<file path="src/rtl/scope_capture.sv">
// scope_capture: triggered oscilloscope capture into a double-banked sample RAM
//
// Macro: SCOPE_CAPTURE_AUTO_EN enables the auto-trigger timeout in WAIT and
//        drives o_trig_auto; when undefined WAIT holds until a real trigger.
//
// Ports:
//   i_clk, i_rst_n      clock (rising edge), asynchronous active-low reset
//   i_run               level: re-arm after every displayed capture
//   i_single            pulse: arm one capture from IDLE
//   i_stop              pulse: abandon capture / discard finished capture
//   i_sample_en         sample strobe (decimation)
//   i_data              ADC sample
//   i_trig_level        trigger threshold
//   i_trig_rise         1 = rising-edge trigger, 0 = falling-edge trigger
//   i_swap              display frame boundary; a finished capture may swap in
//   o_wr_en/_addr/_data registered RAM write port
//   o_wr_bank           bank being written; the display reads the other one
//   o_disp_start        address of the oldest sample in the displayed bank
//   o_busy, o_done      capture in progress / capture waiting for a swap
//   o_trig_auto         last swapped capture was auto-triggered
module scope_capture #(
    parameter int  DATA_W       = 8,
    parameter int  DEPTH        = 512,
    parameter int  PRE_DEPTH    = 128,
    parameter int  AUTO_TIMEOUT = 4096,
    localparam int AW           = $clog2(DEPTH)
) (
    input  logic              i_clk,
    input  logic              i_rst_n,
    input  logic              i_run,
    input  logic              i_single,
    input  logic              i_stop,
    input  logic              i_sample_en,
    input  logic [DATA_W-1:0] i_data,
    input  logic [DATA_W-1:0] i_trig_level,
    input  logic              i_trig_rise,
    input  logic              i_swap,
    output logic              o_wr_en,
    output logic [AW-1:0]     o_wr_addr,
    output logic [DATA_W-1:0] o_wr_data,
    output logic              o_wr_bank,
    output logic [AW-1:0]     o_disp_start,
    output logic              o_busy,
    output logic              o_done,
    output logic              o_trig_auto
);
    localparam int          CW     = AW + 1;
    localparam logic [AW:0] PRE_N  = CW'(PRE_DEPTH);
    localparam logic [AW:0] POST_N = CW'(DEPTH - PRE_DEPTH);

    if (DEPTH < 2 || (DEPTH & (DEPTH - 1)) != 0 || PRE_DEPTH < 0 || PRE_DEPTH >= DEPTH
        || AUTO_TIMEOUT < 1) begin : g_bad_cfg
        $error("scope_capture: illegal DEPTH/PRE_DEPTH/AUTO_TIMEOUT");
    end

    typedef enum logic [2:0] {S_IDLE, S_PRE, S_WAIT, S_POST, S_DONE} state_t;

    state_t              state_q, state_d;
    logic [AW-1:0]       ptr_q, ptr_d;
    logic [AW:0]         cnt_q, cnt_d;
    logic [DATA_W-1:0]   prev_q, prev_d;
    logic [AW-1:0]       trig_addr_q, trig_addr_d;
    logic                wr_en_q, wr_en_d;
    logic [AW-1:0]       wr_addr_q, wr_addr_d;
    logic [DATA_W-1:0]   wr_data_q, wr_data_d;
    logic                bank_q, bank_d;
    logic [AW-1:0]       disp_start_q, disp_start_d;
    logic                busy, strobe, trig_hit, timeout, fire, pre_last, post_last;
    logic                enter_pre, swap;

    assign busy      = state_q == S_PRE || state_q == S_WAIT || state_q == S_POST;
    // A stop cancels any write it coincides with.
    assign strobe    = i_sample_en && busy && !i_stop;
    assign trig_hit  = i_trig_rise ? (prev_q < i_trig_level && i_data >= i_trig_level)
                                   : (prev_q > i_trig_level && i_data <= i_trig_level);
    // Only WAIT evaluates the trigger, so a crossing on the strobe that
    // completes PRE is never seen.
    assign fire      = state_q == S_WAIT && strobe && (trig_hit || timeout);
    assign pre_last  = cnt_q + CW'(1) == PRE_N;
    assign post_last = cnt_q + CW'(1) == POST_N;
    assign swap      = state_q == S_DONE && i_swap && !i_stop;
    assign enter_pre = state_d == S_PRE && state_q != S_PRE;

    always_ff @(posedge i_clk or negedge i_rst_n) begin
        if (!i_rst_n) state_q <= S_IDLE;
        else          state_q <= state_d;
    end

    always_comb begin
        state_d = state_q;
        if (i_stop) state_d = S_IDLE;
        else begin
            case (state_q)
                S_IDLE:  if (i_single || i_run) state_d = S_PRE;
                S_PRE:   if (PRE_DEPTH == 0 || (strobe && pre_last)) state_d = S_WAIT;
                // The trigger sample is the first POST sample, so a one-sample
                // post window finishes on the trigger itself.
                S_WAIT:  if (fire) state_d = POST_N == CW'(1) ? S_DONE : S_POST;
                S_POST:  if (strobe && post_last) state_d = S_DONE;
                S_DONE:  if (i_swap) state_d = i_run ? S_PRE : S_IDLE;
                default: state_d = S_IDLE;
            endcase
        end
    end

    always_comb begin
        o_busy = busy;
        o_done = state_q == S_DONE;
    end

    always_comb begin
        ptr_d        = enter_pre ? '0 : strobe ? ptr_q + AW'(1) : ptr_q;
        prev_d       = enter_pre ? '0 : strobe ? i_data : prev_q;
        // Shared counter: PRE samples, then POST samples (trigger counts as 1).
        cnt_d        = (enter_pre || state_d == S_WAIT) ? '0
                     : fire ? CW'(1)
                     : strobe ? cnt_q + CW'(1) : cnt_q;
        trig_addr_d  = fire ? ptr_q : trig_addr_q;
        wr_en_d      = strobe;
        wr_addr_d    = strobe ? ptr_q : wr_addr_q;
        wr_data_d    = strobe ? i_data : wr_data_q;
        bank_d       = swap ? !bank_q : bank_q;
        disp_start_d = swap ? trig_addr_q - AW'(PRE_DEPTH) : disp_start_q;
    end

    always_ff @(posedge i_clk or negedge i_rst_n) begin
        if (!i_rst_n) begin
            ptr_q        <= '0;
            cnt_q        <= '0;
            prev_q       <= '0;
            trig_addr_q  <= '0;
            wr_en_q      <= 1'b0;
            wr_addr_q    <= '0;
            wr_data_q    <= '0;
            bank_q       <= 1'b0;
            disp_start_q <= '0;
        end else begin
            ptr_q        <= ptr_d;
            cnt_q        <= cnt_d;
            prev_q       <= prev_d;
            trig_addr_q  <= trig_addr_d;
            wr_en_q      <= wr_en_d;
            wr_addr_q    <= wr_addr_d;
            wr_data_q    <= wr_data_d;
            bank_q       <= bank_d;
            disp_start_q <= disp_start_d;
        end
    end

`ifdef SCOPE_CAPTURE_AUTO_EN
    localparam int TW = $clog2(AUTO_TIMEOUT + 1);
    logic [TW-1:0] to_cnt_q, to_cnt_d;
    logic          auto_pend_q, auto_pend_d, trig_auto_q, trig_auto_d;

    // The AUTO_TIMEOUT-th untriggered WAIT strobe becomes the trigger sample.
    assign timeout = to_cnt_q == TW'(AUTO_TIMEOUT - 1);

    always_comb begin
        to_cnt_d    = state_q != S_WAIT ? '0 : strobe ? to_cnt_q + TW'(1) : to_cnt_q;
        auto_pend_d = fire ? !trig_hit : auto_pend_q;
        trig_auto_d = swap ? auto_pend_q : trig_auto_q;
    end

    always_ff @(posedge i_clk or negedge i_rst_n) begin
        if (!i_rst_n) begin
            to_cnt_q    <= '0;
            auto_pend_q <= 1'b0;
            trig_auto_q <= 1'b0;
        end else begin
            to_cnt_q    <= to_cnt_d;
            auto_pend_q <= auto_pend_d;
            trig_auto_q <= trig_auto_d;
        end
    end

    assign o_trig_auto = trig_auto_q;
`else
    assign timeout     = 1'b0;
    assign o_trig_auto = 1'b0;
`endif

    assign o_wr_en      = wr_en_q;
    assign o_wr_addr    = wr_addr_q;
    assign o_wr_data    = wr_data_q;
    assign o_wr_bank    = bank_q;
    assign o_disp_start = disp_start_q;
endmodule

</file>
<file path="config.mk">
export PLATFORM = sky130hd
export DESIGN_NAME = scope_capture
export DESIGN_NICKNAME = d
export VERILOG_FILES = /design/src/rtl/scope_capture.sv
export SDC_FILE = /design/constraint.sdc
export NUM_CORES = 1
export LEC_CHECK = 0
export BUFFER_PORTS_ARGS = -buffer_cell sky130_fd_sc_hd__buf_2
export CORE_UTILIZATION = 56
export CTS_CLUSTER_DIAMETER = 30
export DETAILED_ROUTE_END_ITERATION = 7
export PLACE_DENSITY = 0.84
export SYNTH_ARGS = -nofsm -noshare
export SYNTH_HDL_FRONTEND = slang
export SYNTH_SLANG_ARGS = --single-unit
export TNS_END_PERCENT = 1
</file>
<file path="constraint.sdc">
create_clock -name i_clk -period 6 [get_ports i_clk]
set_input_delay 0 -clock i_clk [delete_from_list [all_inputs] [get_ports i_clk]]
set_output_delay 0 -clock i_clk [all_outputs]
set_load 0.05 [all_outputs]
</file>
==> results_dict.tcl <==
set metrics [dict create \
    synthToLayoutAreaGrowth_pct 13.2 \
    finalSetupViolations 0 \
    ys.flop_type "dfrtp_1" \
    finalCritPeriodShare_pct 54.5 \
    worst_pin_slew_ns 1.08 \
    cts_root_buf "clkbuf_8" \
    max_freq_ghz 0.306 \
    drtIter0Drc 379 \
    cp_max_fo 27 \
    p_seq_share_pct 47.6 \
    leakage_nw 2.17 \
    max-cap-violations 0 \
    synthArstFlopShare_pct 100 \
    drive_gt1_share_pct 21.7 \
    p_clk_share_pct 30.2 \
    regToRegSetupSlack_ns 2.85 \
    grt_setup_unrepaired "false" \
    synth_edf_count 0 \
    tritoncts "built" \
    synth_cell_type_count 59 \
    fin_crit_ns 3.27 \
    cts_buffer_depth 2 \
    cts_inserted_buffers 9 \
    synth_top_family_by_area "simple AND/OR/NAND/NOR gates" \
    route.detailed.drc 8 \
    rows 29 \
    pre_cts_slack_ns 2.87 \
    gp_congestion 0.914 \
    hpwl_um 5890 \
    yosysTopAreaCellShare_pct 44.4 \
    cts_sinks 67 \
    worst_ep_required_time_ns 6.19 \
    synth_cells 401 \
    synthXorXnorAreaFrac_pct 3.45 \
    postLayoutSetupSlackWorst_ns 2.73 \
    hold_viol 0 \
    cts_setup_buffers 0 \
    first_global_vias 3026 \
    grt_max_degree 68 \
    die_area_mm2 0.00707 \
    slew_headroom_pct 28.1 \
    wirelength_um 8580 \
    core_mm2 0.00642 \
    ir_drop_uv 146 \
    timing.setup.tns_ns 0 \
    wl_per_cell_um 16.1 \
    crit_arrival_ns 3.46 \
    switching_share_pct 34.7 \
    synth_compound_area_share_pct 13.3 \
    yosys.area_share.simple_pct 21.9 \
    viasPerCell 5.96 \
    cts_max_level 3 \
    ys_ff_latch 67 \
    synth-adder-area-share_pct 6.30 \
    antenna_found_initial 0 \
    synthTopCellsByArea "dfrtp_1 (44%), nand2_1 (7.5%), ha_1 (6.3%)" \
    port_buffers 53 \
    pin_count 55 \
    synth_top_area_cell "dfrtp_1" \
    grt_pass1_wl_um 14300 \
    die_width_um 84.1 \
    violations "design-rule violations" \
    layout.nets 495 \
    r2r-end "ptr_q[5]" \
    skew_ns 0.00734 \
    power_density_mw_per_mm2 259 \
    crit_path_end "cnt_q[1]" \
    ys_warn_count 0 \
    end_kind "register" \
    grt_use_total_pct 26.1 \
    antenna_cells 0 \
    syn-num-nets 444 \
    clkLatencyLatePin_ns 0.34 \
    avgSynthCellArea_um2 9.41 \
    seq_area_frac_synth_pct 44.4 \
    outcome "complete, but fails checks" \
    crit_start "i_data[3]" \
    rr_startpoint "state_q[0]" \
    antenna_left 0 \
    syn_area_mm2 0.00377 \
    final_core_util_pct 66.5 \
    muxShareOfSynthArea_pct 4.77 \
    overflow 0 \
    clk_pin_slew_ns 0.07 \
    power.internal_mw 0.723 \
    dieHeight_um 84.1 \
    criticalPathCategory "in -> reg" \
    p_sw_mw 0.385 \
    slew_viol_final 0 \
    power_mw 1.11 \
    drtPass1Iterations 7 \
    vias 3182 \
    worstRegToRegCells 7 \
    initial_utilization_pct 58.8 \
    p_comb_share_pct 22.2 \
    cp-start-kind "input pin" \
    min_path_type "in -> reg" \
]
[power groups by stage]
| stage | Clock (mW) | Combinational, mW | Sequential (mW) |
|---|---|---|---|
| 3_5_place_dp | 0 | 0.240 | 0.535 |
| 3_3_place_gp | 0 | 0.233 | 0.533 |
| 4_1_cts | 0.339 | 0.246 | 0.526 |
| 5_1_grt | 0.362 | 0.267 | 0.533 |
| 2_1_floorplan | 0 | 0.118 | 0.592 |
| 6_report | 0.335 | 0.246 | 0.527 |
[flip-flops by register name, summed over array words and instances, names as in the netlist]
name	count
ptr_q	9
o_wr_addr	9
cnt_q	10
state_q	3
o_wr_bank	1
o_wr_en	1
prev_q	8
o_wr_data	8
o_disp_start	9
trig_addr_q	9
[repair_timing]
item,in CTS,in global routing
endpoints found under the hold margin,85,0
gates resized for setup,0,0
hold buffers,11,0
[layout by cell type, fill, tap and decap left out, drive strengths merged, types with 2 or more instances in the layout]
master       count
a2111oi          3
a211oi           6
nand2           75
nand4            9
clkinv           4
a31o             2
a21o             3
o211a            2
clkbuf          12
buf             54
a31oi            3
nor4b            2
or2              3
nor3b            2
dlygate4sd3     11
mux2            16
and3             9
nor2            27
ha              19
xnor2            8
xor2             6
o211ai           2
nor3            11
o21ai           10
and2             3
nand4b           2
nor2b            5
inv             16
o32ai            3
a21oi           25
nand3           12
or4              2
and4b            2
a41oi            2
or3              4
dfrtp           67
o21a             3
[critical path, stage by stage]
cell           delay, ns
dlygate4sd3_1       0.55
buf_2               0.15
ha_1                0.33
a21oi_1             0.22
o211ai_1            0.13
a2111oi_0           0.40
o221a_2             0.40
or2_1               0.30
o211a_1             0.80
nor3_1              0.14
[cell usage after synthesis, types with 2 or more instances]
cell type,count
o211a_1,2
buf_6,6
nor3_1,11
clkbuf_1,12
nor4b_1,2
buf_4,2
nand2_1,75
a41oi_1,2
a21oi_1,25
and2_1,3
xor2_1,6
o32ai_1,3
dfrtp_1,67
nor3b_1,2
nand4_1,9
a31oi_1,3
a31o_2,2
o21ai_0,10
buf_2,4
and3_1,8
nor2_1,26
a211oi_1,4
or2_2,2
ha_1,19
xnor2_1,7
nand3_1,12
or3_1,4
and4b_1,2
a21o_1,3
nor2b_1,5
inv_1,16
nand4b_1,2
a2111oi_0,2
o21a_1,3
mux2_2,16
[per-stage QoR]
stage	instance area [um2]	hold WS, ns	instances
floorplan	3770	-0.296	401
global placement	3990	0.227	507
detailed placement	3990	0.233	507
CTS	4270	0.272	534
global route	4270	0.320	534
finish	4270	0.275	534
[cell type report]
type / count / area, um2
inverters: 17 / 63.8
multi-input cells: 292 / 1880
flip-flops and latches: 67 / 1680
well taps: 77 / 96.3
fillers: 497 / 2150
clock buffers: 12 / 145
clock inverters: 4 / 26.3
repair buffers: 65 / 383
[worst min-delay path by stage]
stage	start	end	cells after the start
detailed placement	i_stop	state_q[2]	2
CTS	i_run	state_q[0]	6
global placement	i_rst_n	prev_q[5]	2
floorplan	i_rst_n	cnt_q[0]	0
global route	i_run	state_q[0]	6
finish	i_run	state_q[0]	6
[cell families after synthesis]
family                   count (synthesis)
AND/OR/NAND/NOR                        171
AO/OA/AOI/OAI                           71
flip-flops                              67
buffers and inverters                   42
adder cells (fa/ha/maj)                 19
multiplexers                            16
XOR/XNOR                                14
other                                    1
[routing by layer]
layer	vias to the layer above	track usage (%)	part of all wire [%]
met3	18	5.74	4.7
met1	1544	34.6	45
met2	109	42.3	48
met5	-	0	0
li1	1511	-	-
met4	0	9.87	1.9
Note: power is estimated with default switching activity, not from simulation.
